<file path="src/rtl/serial_tx_pkg.sv">
// Shared types and helpers for the serial byte transmitter.
package serial_tx_pkg;

    typedef enum logic [1:0] {
        IDLE  = 2'd0,
        SHIFT = 2'd1,
        GAP   = 2'd2
    } tx_state_e;

    localparam int DEFAULT_WIDTH = 8;

    // Width needed to hold a count from 0 up to n (never narrower than 1 bit).
    function automatic int cnt_width(input int n);
        if (n < 1) begin
            return 1;
        end
        return $clog2(n + 1);
    endfunction

endpackage

</file>
<file path="src/rtl/serial_tx_hold.sv">
// One-entry holding buffer: valid/ready on the write side, full/pop on the
// read side. Ready is simply "not full", so a write and a pop never share a cycle.
module serial_tx_hold
    import serial_tx_pkg::*;
#(
    parameter int WIDTH = DEFAULT_WIDTH
) (
    input  logic             clk,
    input  logic             rst_n,
    input  logic [WIDTH-1:0] in_data,
    input  logic             in_valid,
    output logic             in_ready,
    input  logic             pop,
    output logic             full,
    output logic [WIDTH-1:0] out_data
);

    logic accept;

    assign accept   = in_valid & ~full;
    assign in_ready = ~full;

    // Capture the word only on acceptance; full tracks fill/drain.
    always_ff @(posedge clk or negedge rst_n) begin
        if (!rst_n) begin
            full     <= 1'b0;
            out_data <= '0;
        end else begin
            if (accept) begin
                out_data <= in_data;
            end
            full <= (full & ~pop) | accept;
        end
    end

endmodule

</file>
<file path="src/rtl/serial_byte_tx.sv">
// Parallel-in / serial-out transmitter, LSB first, with a qualifying en_out
// strobe for a downstream right-shift register. Optional even parity bit
// after each word when SERIAL_TX_PARITY_EN is defined.
//
// state | meaning
// ------+-----------------------------------------------------------
// IDLE  | nothing on the wire; load from hold buffer when it fills
// SHIFT | one bit per cycle on dout with en_out high
// GAP   | en_out low for GAP_CYCLES cycles after a word
module serial_byte_tx
    import serial_tx_pkg::*;
#(
    parameter int WIDTH      = DEFAULT_WIDTH,
    parameter int GAP_CYCLES = 0
) (
    input  logic             clk,
    input  logic             rst_n,
    input  logic [WIDTH-1:0] load_data,
    input  logic             load_valid,
    output logic             load_ready,
    output logic             dout,
    output logic             en_out,
    output logic             word_done,
    output logic             busy
);

`ifdef SERIAL_TX_PARITY_EN
    localparam int TOTAL_BITS = WIDTH + 1;
`else
    localparam int TOTAL_BITS = WIDTH;
`endif
    localparam int CW = cnt_width(TOTAL_BITS);
    localparam int GW = cnt_width(GAP_CYCLES);
    localparam logic [CW-1:0] LAST_CNT    = CW'(TOTAL_BITS);
    localparam logic [CW-1:0] LAST_M1_CNT = CW'(TOTAL_BITS - 1);
    localparam logic [GW-1:0] GAP_LOAD    = GW'(GAP_CYCLES);

    tx_state_e        state_q, state_d;
    logic [WIDTH-1:0] shreg_q, shreg_d;
    logic [CW-1:0]    bit_cnt_q, bit_cnt_d;  // bits already emitted for this word
    logic [GW-1:0]    gap_cnt_q, gap_cnt_d;  // idle cycles left, terminal count at 1
    logic             dout_d, en_d, done_d, busy_d;
    logic             hold_full, full_d, pop, accept;
    logic [WIDTH-1:0] hold_data;
    logic             load_now, emit_now, next_bit;
`ifdef SERIAL_TX_PARITY_EN
    logic             parity_q, parity_d;
`endif

    serial_tx_hold #(.WIDTH(WIDTH)) u_hold (
        .clk      (clk),
        .rst_n    (rst_n),
        .in_data  (load_data),
        .in_valid (load_valid),
        .in_ready (load_ready),
        .pop      (pop),
        .full     (hold_full),
        .out_data (hold_data)
    );

    assign accept = load_valid & load_ready;
    assign full_d = (hold_full & ~pop) | accept;

`ifdef SERIAL_TX_PARITY_EN
    // After the data bits the parity bit goes out in place of the shifter.
    assign next_bit = (bit_cnt_q == CW'(WIDTH)) ? parity_q : shreg_q[0];
`else
    assign next_bit = shreg_q[0];
`endif

    // Next-state and next-output decode; outputs are registered one step ahead.
    always_comb begin
        state_d   = state_q;
        shreg_d   = shreg_q;
        bit_cnt_d = bit_cnt_q;
        gap_cnt_d = gap_cnt_q;
        dout_d    = 1'b0;
        en_d      = 1'b0;
        done_d    = 1'b0;
        pop       = 1'b0;
        load_now  = 1'b0;
        emit_now  = 1'b0;
`ifdef SERIAL_TX_PARITY_EN
        parity_d  = parity_q;
`endif
        case (state_q)
            IDLE: begin
                if (hold_full) begin
                    load_now = 1'b1;
                end
            end
            SHIFT: begin
                if (bit_cnt_q != LAST_CNT) begin
                    emit_now = 1'b1;
                end else if (GAP_CYCLES > 0) begin
                    state_d   = GAP;
                    gap_cnt_d = GAP_LOAD;
                end else if (hold_full) begin
                    load_now = 1'b1;
                end else begin
                    state_d = IDLE;
                end
            end
            GAP: begin
                if (gap_cnt_q > GW'(1)) begin
                    gap_cnt_d = gap_cnt_q - GW'(1);
                end else if (hold_full) begin
                    load_now = 1'b1;
                end else begin
                    state_d = IDLE;
                end
            end
            default: state_d = IDLE;
        endcase

        // Loading emits bit0 on the same edge so a reload costs no bubble.
        if (load_now) begin
            pop       = 1'b1;
            state_d   = SHIFT;
            shreg_d   = hold_data >> 1;
            dout_d    = hold_data[0];
            en_d      = 1'b1;
            bit_cnt_d = CW'(1);
`ifdef SERIAL_TX_PARITY_EN
            parity_d  = ^hold_data;
`endif
        end
        if (emit_now) begin
            dout_d    = next_bit;
            en_d      = 1'b1;
            shreg_d   = shreg_q >> 1;
            bit_cnt_d = bit_cnt_q + CW'(1);
            done_d    = (bit_cnt_q == LAST_M1_CNT);
        end
        busy_d = (state_d != IDLE) | full_d;
    end

    // State, datapath and registered outputs.
    always_ff @(posedge clk or negedge rst_n) begin
        if (!rst_n) begin
            state_q   <= IDLE;
            shreg_q   <= '0;
            bit_cnt_q <= '0;
            gap_cnt_q <= '0;
            dout      <= 1'b0;
            en_out    <= 1'b0;
            word_done <= 1'b0;
            busy      <= 1'b0;
`ifdef SERIAL_TX_PARITY_EN
            parity_q  <= 1'b0;
`endif
        end else begin
            state_q   <= state_d;
            shreg_q   <= shreg_d;
            bit_cnt_q <= bit_cnt_d;
            gap_cnt_q <= gap_cnt_d;
            dout      <= dout_d;
            en_out    <= en_d;
            word_done <= done_d;
            busy      <= busy_d;
`ifdef SERIAL_TX_PARITY_EN
            parity_q  <= parity_d;
`endif
        end
    end

endmodule

</file>
<file path="config.mk">
export PLATFORM = sky130hd
export DESIGN_NAME = serial_byte_tx
export DESIGN_NICKNAME = d
export VERILOG_FILES = /design/src/rtl/serial_tx_pkg.sv /design/src/rtl/serial_tx_hold.sv /design/src/rtl/serial_byte_tx.sv
export SDC_FILE = /design/constraint.sdc
export NUM_CORES = 1
export LEC_CHECK = 0
export BUFFER_PORTS_ARGS = -buffer_cell sky130_fd_sc_hd__buf_2
export CORE_AREA = 2 2 51 73
export DETAILED_ROUTE_END_ITERATION = 7
export DIE_AREA = 0 0 53 75
export MAX_ROUTING_LAYER = met4
export PLACE_DENSITY = 0.64
export SLEW_MARGIN = 20
export SYNTH_ARGS = -nofsm -noshare
export SYNTH_HDL_FRONTEND = slang
export SYNTH_SLANG_ARGS = --single-unit
</file>
<file path="constraint.sdc">
create_clock -name clk -period 1.75 [get_ports clk]
set_input_delay 0.35 -clock clk [delete_from_list [all_inputs] [get_ports clk]]
set_output_delay 0.35 -clock clk [all_outputs]
set_load 0.02 [all_outputs]
</file>
# Word-level counts from Yosys, hierarchy flattened
# Cells that the tools add are included.
# Widths: inputs -> output; s select.
[classes] n_addsub=2 order_cmp=1 eq_ne=4 muxes=20 n_bitwise=6 reduce_logical=4
[ops] op="$mux 8" count=2
[ops] op="$mux 1" count=10
[ops] op="$mux 2" count=4
[ops] op="$mux 4" count=2
[ops] op="$pmux 2 s3" count=1
[ops] op="$add 4x1->4 const B" count=1
[ops] op="$eq 4x3->1 const B" count=1
[ops] op="$ne 4x4->1 const B" count=1
[ops] op="$reduce_bool 2->1" count=2
[ops] op="$pmux 1 s3" count=1
[ops] op="$and 1x1->1" count=2
[ops] op="$eq 2x1->1 const B" count=1
[ops] op="$eq 2x2->1 const B" count=1
[ops] op="$logic_not 2->1" count=1
[ops] op="$not 1->1" count=2
[ops] op="$or 1x1->1" count=2
[ops] op="$reduce_and 2->1" count=1
[ops] op="$gt 1x1->1 const B" count=1
[ops] op="$sub 1x1->1 const B" count=1
[totals] ff_bits=28 in_bits=11 output_inout_bits=5 elab_cells=47

# Longest topological paths before layout
# Gate-level depths: netlist of the first run.
[depth] word_depth=8 mapped_depth=6 ltp_nobuf=5

# Cells and area by module
# From an unflattened synthesis of the first run, not the netlist that was laid out.
[hier_totals] cells_unflattened=99 hier_area_um2=1263.7
[by_module_without_submodules] mod="serial_byte_tx" instances=1 cells_per_inst=78 area_each_um2=889.6 seq_area_each_um2=425.4
[by_module_without_submodules] mod="serial_tx_hold" instances=1 cells_per_inst=21 area_each_um2=374.1 seq_area_each_um2=225.2

# Worst setup path after synthesis of the first run
# Ideal clock, no wire load.
[synth_path] path_type="flip-flop to flip-flop" startpoint="register bit_cnt_q[0]" endpoint="register bit_cnt_q[2]" setup_ns=0.126 arrival_ns=1.356 t_required_ns=1.624 slack_ns=0.268 path_stages_with_launch=7 n_path_buf=1 synth_period_minus_slack_ns=1.482 path_cell_list="dfrtp_1 > inv_1 > ha_1 > nand3b_2 > a21oi_2 > buf_6 > a221o_1"
[synth_between] elab_chain_cells=4 word_cells_on_any_way=8 classes_between="add/sub: 1; eq/ne: 1; mux: 5; reduce/logical: 1"
[synth_rtl] element="from (decl)" line_no="serial_byte_tx.sv:40" rtl="logic [CW-1:0] bit_cnt_q, bit_cnt_d;"
[synth_rtl] element="from (signal assigned)" line_no="serial_byte_tx.sv:155" rtl="bit_cnt_q <= bit_cnt_d;"
[synth_rtl] element="$ne 4x4->1" line_no="serial_byte_tx.sv:93" rtl="if (bit_cnt_q != LAST_CNT) begin"
[synth_rtl] element="$mux 1" line_no="serial_byte_tx.sv:93"
[synth_rtl] element="$pmux 1 s3 or $mux 1 (tied branches)" line_no="serial_byte_tx.sv:86" rtl="case (state_q)"
[synth_rtl] element="$reduce_bool 2->1 (no source line) or $mux 4 (tied branches)"
# Several ways; a longest one is shown, not always the timed one.
# A chain may end at the register's enable or synchronous reset.

# Worst setup path after layout of the first run
[layout_path] startpoint="register bit_cnt_q[0]" endpoint="register shreg_q[3]"
[layout_between] elab_chain_cells=4 word_cells_on_any_way=7 classes_between="eq/ne: 1; mux: 5; reduce/logical: 1"
[layout_rtl] element="$ne 4x4->1 (*)" line_no="serial_byte_tx.sv:93"
[layout_rtl] element="$mux 1" line_no="serial_byte_tx.sv:93"
[layout_rtl] element="$pmux 1 s3 or $mux 1 (tied branches)" line_no="serial_byte_tx.sv:86"
[layout_rtl] element="$reduce_bool 2->1 (no source line) or $mux 8 (tied branches)"
[layout_rtl] element="to (signal assigned)" line_no="serial_byte_tx.sv:154" rtl="shreg_q <= shreg_d;"
[layout_rtl] element="to (decl)" line_no="serial_byte_tx.sv:39" rtl="logic [WIDTH-1:0] shreg_q, shreg_d;"
# Mark *: on every way between the ends. The rest lies on a longest branch, timed or not.

==> results of run 1 <==
==> cells in the final DEF (no fill, tap or decap), drive strengths merged, types with 3 or more instances in the layout <==
master	instances
clkbuf	3
buf	18
nor2	8
dfrtp	26
nand2b	3
inv	12
a21oi	3
nor3	12
o21ai	4
mux2	8
a2111oi	6
==> metrics by stage <==
step / setup WS (ps) / power (uW) / util (%)
final: 172.5 / 2561 / 45.37
after global routing: 13.67 / 2723 / 45.37
after CTS: 21.06 / 2574 / 45.07
after detailed placement: 40.60 / 2062 / 42.90
after global placement: 104.1 / 2015 / 42.90
after floorplan: 267.9 / 1817 / -
==> worst max-delay path, stage by stage (launching register included) <==
cell and delay [ps]:
dfrtp_1 410, inv_1 110, ha_1 250, nand3b_2 130, buf_4 180, nor3_1 310
a2111oi_4 70
==> sequential cells by signal (all words and copies together), names as in the netlist <==
| register | flops |
|---|---|
| u_hold.full | 1 |
| u_hold.out_data | 8 |
| bit_cnt_q | 4 |
| state_q | 2 |
| word_done | 1 |
| dout | 1 |
| shreg_q | 7 |
| en_out | 1 |
| busy | 1 |
==> power by group through the flow <==
stage | clock [uW] | combinational, uW | sequential [uW]
finish | 505 | 1010 | 1050
global placement | 0 | 967 | 1050
CTS | 513 | 1010 | 1050
detailed placement | 0 | 1010 | 1060
floorplan | 0 | 778 | 1040
global route | 526 | 1110 | 1090
==> per-layer routing <==
layer  part of all wire [%]  GRT usage, %  vias up
met5                      0             -        -
met4                    2.5         6.838        0
met3                    3.3         2.183        7
met2                     53         23.19       23
met1                     41         18.32      447
li1                       -             -      427
==> path summary, 6_finish.rpt <==
| path | from | end | depth (start not counted) |
|---|---|---|---|
| max in group asynchronous | rst_n | dout$_DFF_PN0_ | 1 |
| min in group clk | load_valid | busy$_DFF_PN0_ | 2 |
| min reg2reg | u_hold.out_data[0]$_DFFE_PN0P_ | u_hold.out_data[0]$_DFFE_PN0P_ | 1 |
| max | bit_cnt_q[0]$_DFFE_PN0P_ | shreg_q[3]$_DFFE_PN0P_ | 6 |
| min | rst_n | shreg_q[6]$_DFFE_PN0P_ | 1 |
| max reg2reg | bit_cnt_q[0]$_DFFE_PN0P_ | shreg_q[3]$_DFFE_PN0P_ | 6 |
==> cells by family after synthesis <==
| family | after synthesis |
|---|---|
| AOI/OAI and AO/OA | 20 |
| adders and majority gates | 2 |
| buffers and inverters | 16 |
| DFF | 26 |
| muxes | 8 |
| other | 1 |
| and+or+nand+nor | 37 |
==> layout make-up <==
cell class | count | area [um2] | area share (%)
Sequential cell | 26 | 650.6 | 43.66
Multi-Input combinational cell | 69 | 575.6 | 38.62
Timing Repair Buffer | 18 | 97.59 | 6.549
Tap cell | 40 | 50.05 | 3.359
Inverter | 12 | 45.04 | 3.023
Clock buffer | 3 | 41.29 | 2.771
Clock inverter | 1 | 30.03 | 2.015
==> reports/qor.csv, run 1 <==
metric,value,unit
first-pass GRT wire length,4.153,mm
Sw Ratio,35.44,%
main flop type after synthesis,dfrtp_1,
Compound-Gate Fraction of Synth Area,18.17,%
final worst path period share,90.14,%
Leak Pwr,0.0006826,uW
finished layout cell area,1490,um2
Die ar.,3975,um2
wire per inst,14.76,um
part of the power in registers,41.0,%
# IOs,16,
Post-Syn Nets,123,
post-synthesis xor/xnor area fraction,0,%
pwr dens,1719,nW/um2
maximum vdd drop,821.8,uV
initial antenna violation count,0,
DRT iter0 DRCs,20,
Antenna Diode Count,0,
CP Class,reg2reg,
Max Clock Freq,633.9,MHz
Clock Tree Buf Depth,2,
Detailed Route WL,2.494,mm
drt drc,0,
dominant cell type by area after synthesis,dfrtp_1,
internal power,1654,uW
cts hold-fix bufs,0,
Fillers,314,
DRT Pass-1 Iters,4,
Synth Area per Inst,11.70,um2
Yosys cell types,36,
min cycle time layout,1578,ps
Yosys warning total,0,
CTS sink cnt,26,
layout cells sized above 1,33.33,%
DR vias/cell,5.349,
total number of vias,904,
mux cell area share after synthesis,6.997,%
Fin. Hold Viols,0,
Switch Pwr,907.8,uW
RSZ-0062 raised after global routing,no,
Synth Register Bits,26,
hold crit path type,in2async,
post-synthesis cell area,1287,um2
CTS HTree Levels,1,
Slew headroom,62.05,%
Combinational Power Share,39.3,%
Crit path required time,1910,ps
CORE AREA,3284,um2
maximum clock skew at final layout,3.798,ps
Initial Util,39.20,%
cell with the most instances after synthesis,dfrtp_1,
Die Y-Extent,75,um
Num CTS Buffers,3,
Post-Syn Instances,110,
crit start category,register,
Synth Area in Simple Gates,16.52,%
number of global-route vias before repair,899,
dpl cells,164,
most frequent cells after synthesis,"dfrtp_1, inv_1, nor3_1",
GP Congestion,0.7421,
Routed Antenna Nets,0,
max cap viols,0,
Pins Over Slew Limit,0,
cts repair resizes,0,
GRT Total Usage,14.64,%
asr flop ratio synth,100.0,%
IO Port Bufs,15,
worst slew pin tran,569.3,ps
Clock Tree Root,clkbuf_8,
P&R area growth vs syn,15.74,%
gr ovfl total,0,
Post-CTS Setup Bufs,0,
final std cells w/o fill,169,
largest net degree at the start of global routing,27,
status,"finished, final reports clean",
# rows,25,
fin nets,143,
DIE WIDTH,53,um
total negative slack,0,ps
Worst-path clk slew,90,ps
worst skew pair latency,280,ps
TritonCTS clock tree,done,
largest cells by area after synthesis,"dfrtp_1, a2111oi_4, mux2_2",
clock share of power,19.7,%
"EDFF count, synth",0,
Reg2Reg Setup Slack,170,ps
critical path endpoint category,register,
DP HPWL,1.778,mm
hold slack,55.53,ps
placed inst area,1409,um2
Yosys top cell area share,50.53,%
fraction of the yosys area taken by sequential cells,50.53,%
Final setup viols,0,
main combinational cell family by area after synthesis,compound AO/OA/AOI/OAI gates,
"Max FO, Critical Path",7,
"Arr. time, crit path",1730,ps
Synth Area in Adders,1.944,%
No activity file was read; power rests on OpenSTA's default activity.
==> run 2: changes to the inputs <==
==> constraint.sdc (replaced) <==
create_clock -name clk -period 1.75 [get_ports clk]
set_input_delay 0.2625 -clock clk [delete_from_list [all_inputs] [get_ports clk]]
set_output_delay 0.2625 -clock clk [all_outputs]
set_load 0.02 [all_outputs]
==> run 2 against run 1 <==
Effect of this change:
- routed wire length up 0.56%
- fmax rose by 0.11%
- worst setup slack better by 1.7 ps
- final area grew 0.67%
- total power about the same
- clock power about the same
- largest cell class unchanged
==> reports/qor.csv, run 2 (same netlist as run 1, synthesis figures left out) <==
metric,value,unit,change
hold crit path type,in2reg,,
Max Clock Freq,634.6,MHz,+0.11%
multi-input logic area,575.6,um2,unchanged
Num CTS Buffers,3,,unchanged
max cap viols,0,,unchanged
Pins Over Slew Limit,0,,unchanged
Tot Pwr,2561,uW,about the same
pwr dens,1707,nW/um2,-0.69%
Biggest register,u_hold.out_data,,
gr ovfl total,0,,unchanged
Reg2Reg Setup Slack,170,ps,about the same
largest net degree at the start of global routing,27,,unchanged
layout cells sized above 1,33.08,%,-0.26 points
GP Congestion,0.7421,,unchanged
final worst path period share,90.05,%,-0.099 points
fin nets,144,,+0.70%
dpl cells,164,,unchanged
Antenna Diode Count,0,,unchanged
critical path endpoint category,register,,
CORE AREA,3284,um2,unchanged
Detailed Route WL,2.508,mm,+0.56%
Combinational Power Share,39.4,%,about the same
CP peak stage delay,410,ps,about the same
drt drc,0,,unchanged
worst skew pair latency,280,ps,about the same
RSZ-0062 raised after global routing,no,,
CTS HTree Levels,1,,unchanged
DR vias/cell,5.347,,about the same
internal power,1655,uW,about the same
Slew headroom,61.93,%,-0.11 points
part of the power in registers,41.0,%,about the same
DIE WIDTH,53,um,unchanged
wire per inst,14.75,um,about the same
"Cell Chain, Critical Path",inv_1 -> ha_1 -> nand3b_2 -> buf_4 -> nor3_1 -> a2111oi_4,,
GRT Total Usage,14.68,%,+0.043 points
Place WS,40.60,ps,unchanged
Final setup viols,0,,unchanged
hold slack,188.1,ps,+132.6 ps
Switch Pwr,905.6,uW,-0.24%
Clock Tree Root,clkbuf_8,,
Fin. Hold Viols,0,,unchanged
CTS sink cnt,26,,unchanged
first-pass GRT wire length,4.167,mm,+0.34%
most frequent cells in the layout,"dfrtp_1, buf_2, inv_1, nor3_1",,
crit start category,register,,
maximum vdd drop,821.1,uV,about the same
status,"finished, final reports clean",,
Die ar.,3975,um2,unchanged
DP HPWL,1.778,mm,unchanged
CP Class,reg2reg,,
# IOs,16,,unchanged
"Arr. time, crit path",1730,ps,about the same
DRT iter0 DRCs,16,,-20%
min cycle time layout,1576,ps,-1.730 ps
max FFs per register,8,,unchanged
Sw Ratio,35.36,%,-0.076 points
Fillers,315,,+0.32%
biggest regs,"u_hold.out_data: 8 flops, shreg_q: 7 flops, bit_cnt_q: 4 flops",,
initial antenna violation count,0,,unchanged
Routed Antenna Nets,0,,unchanged
"Max FO, Critical Path",7,,unchanged
Clock Tree Buf Depth,2,,unchanged
total negative slack,0,ps,unchanged
Leak Pwr,0.0006867,uW,+0.61%
Die Y-Extent,75,um,unchanged
# rows,25,,unchanged
TritonCTS clock tree,done,,
P&R area growth vs syn,16.52,%,
Crit path required time,1910,ps,about the same
post-route setup slack,174.2,ps,+1.730 ps
clock share of power,19.6,%,about the same
Worst path slowest cell,dfrtp_1,,
IO Port Bufs,15,,unchanged
final std cells w/o fill,170,,+0.59%
number of global-route vias before repair,901,,+0.22%
Worst-path clk slew,90,ps,about the same
maximum clock skew at final layout,6.121,ps,+2.323 ps
Initial Util,39.20,%,unchanged
DRT Pass-1 Iters,4,,unchanged
Sequential Area,650.6,um2,unchanged
total number of vias,909,,+0.55%
worst slew pin tran,571.0,ps,+1.712 ps
"commonest non-fill, non-tap cell in the layout",dfrtp_1,,
-- run 2: power by group through the flow --
stage | Combinational (uW) | Clock [uW] | Sequential [uW]
after global routing | 1110 | 526 | 1090
after global placement | 967 | 0 | 1050
after CTS | 1010 | 513 | 1050
final | 1010 | 502 | 1050
after detailed placement | 1010 | 0 | 1060
after floorplan | 778 | 0 | 1040
-- run 2: path summary, 6_finish.rpt --
kind / depth (start not counted) / end / from
hold / removal: 2 / busy$_DFF_PN0_ / load_valid
hold reg to reg: 1 / u_hold.out_data[0]$_DFFE_PN0P_ / u_hold.out_data[0]$_DFFE_PN0P_
setup reg to reg: 6 / shreg_q[3]$_DFFE_PN0P_ / bit_cnt_q[0]$_DFFE_PN0P_
setup / recovery: 6 / shreg_q[3]$_DFFE_PN0P_ / bit_cnt_q[0]$_DFFE_PN0P_
min in group asynchronous: 2 / shreg_q[6]$_DFFE_PN0P_ / rst_n
max in group asynchronous: 2 / dout$_DFF_PN0_ / rst_n
-- run 2: area by class of cell --
cell class	instances	share of cell area [%]
sequential	26	43.37
multi-input combinational	69	38.37
timing repair buffer	19	7.173
tap	40	3.336
inverter	12	3.002
clock buffer	3	2.752
clock inverter	1	2.002
-- run 2: per-stage QoR --
| step | cell area, um2 | util [%] |
|---|---|---|
| 3_5_place_dp | 1409 | 42.90 |
| 5_1_grt | 1500 | 45.68 |
| 2_1_floorplan | 1287 | - |
| 6_report | 1500 | 45.68 |
| 4_1_cts | 1490 | 45.37 |
| 3_3_place_gp | 1409 | 42.90 |
-- run 2: layer usage --
metal,up-vias,track usage [%],share of wire (%),wire [um]
li1,429,-,-,-
met1,443,18.45,41,1022
met2,30,23.19,53,1321
met3,7,2.183,4.0,100
met4,0,6.838,2.5,63
met5,-,-,0,0
-- run 2: worst max-delay path: cells and delay by family, from the launching register on --
| kind | cells | cell delay (ps) |
|---|---|---|
| DFF | 1 | 410 |
| adders and majority gates | 1 | 250 |
| buffers and inverters | 2 | 290 |
| and+or+nand+nor | 2 | 440 |
| AOI/OAI and AO/OA | 1 | 70 |
-- run 2: what timing repair did --
action / in CTS / in global routing
buffers inserted: 0 / 0
gates resized for setup: 0 / 1
endpoints found under the setup margin: 0 / 5
hold endpoints to repair: 26 / 0
hold buffers: 1 / 0
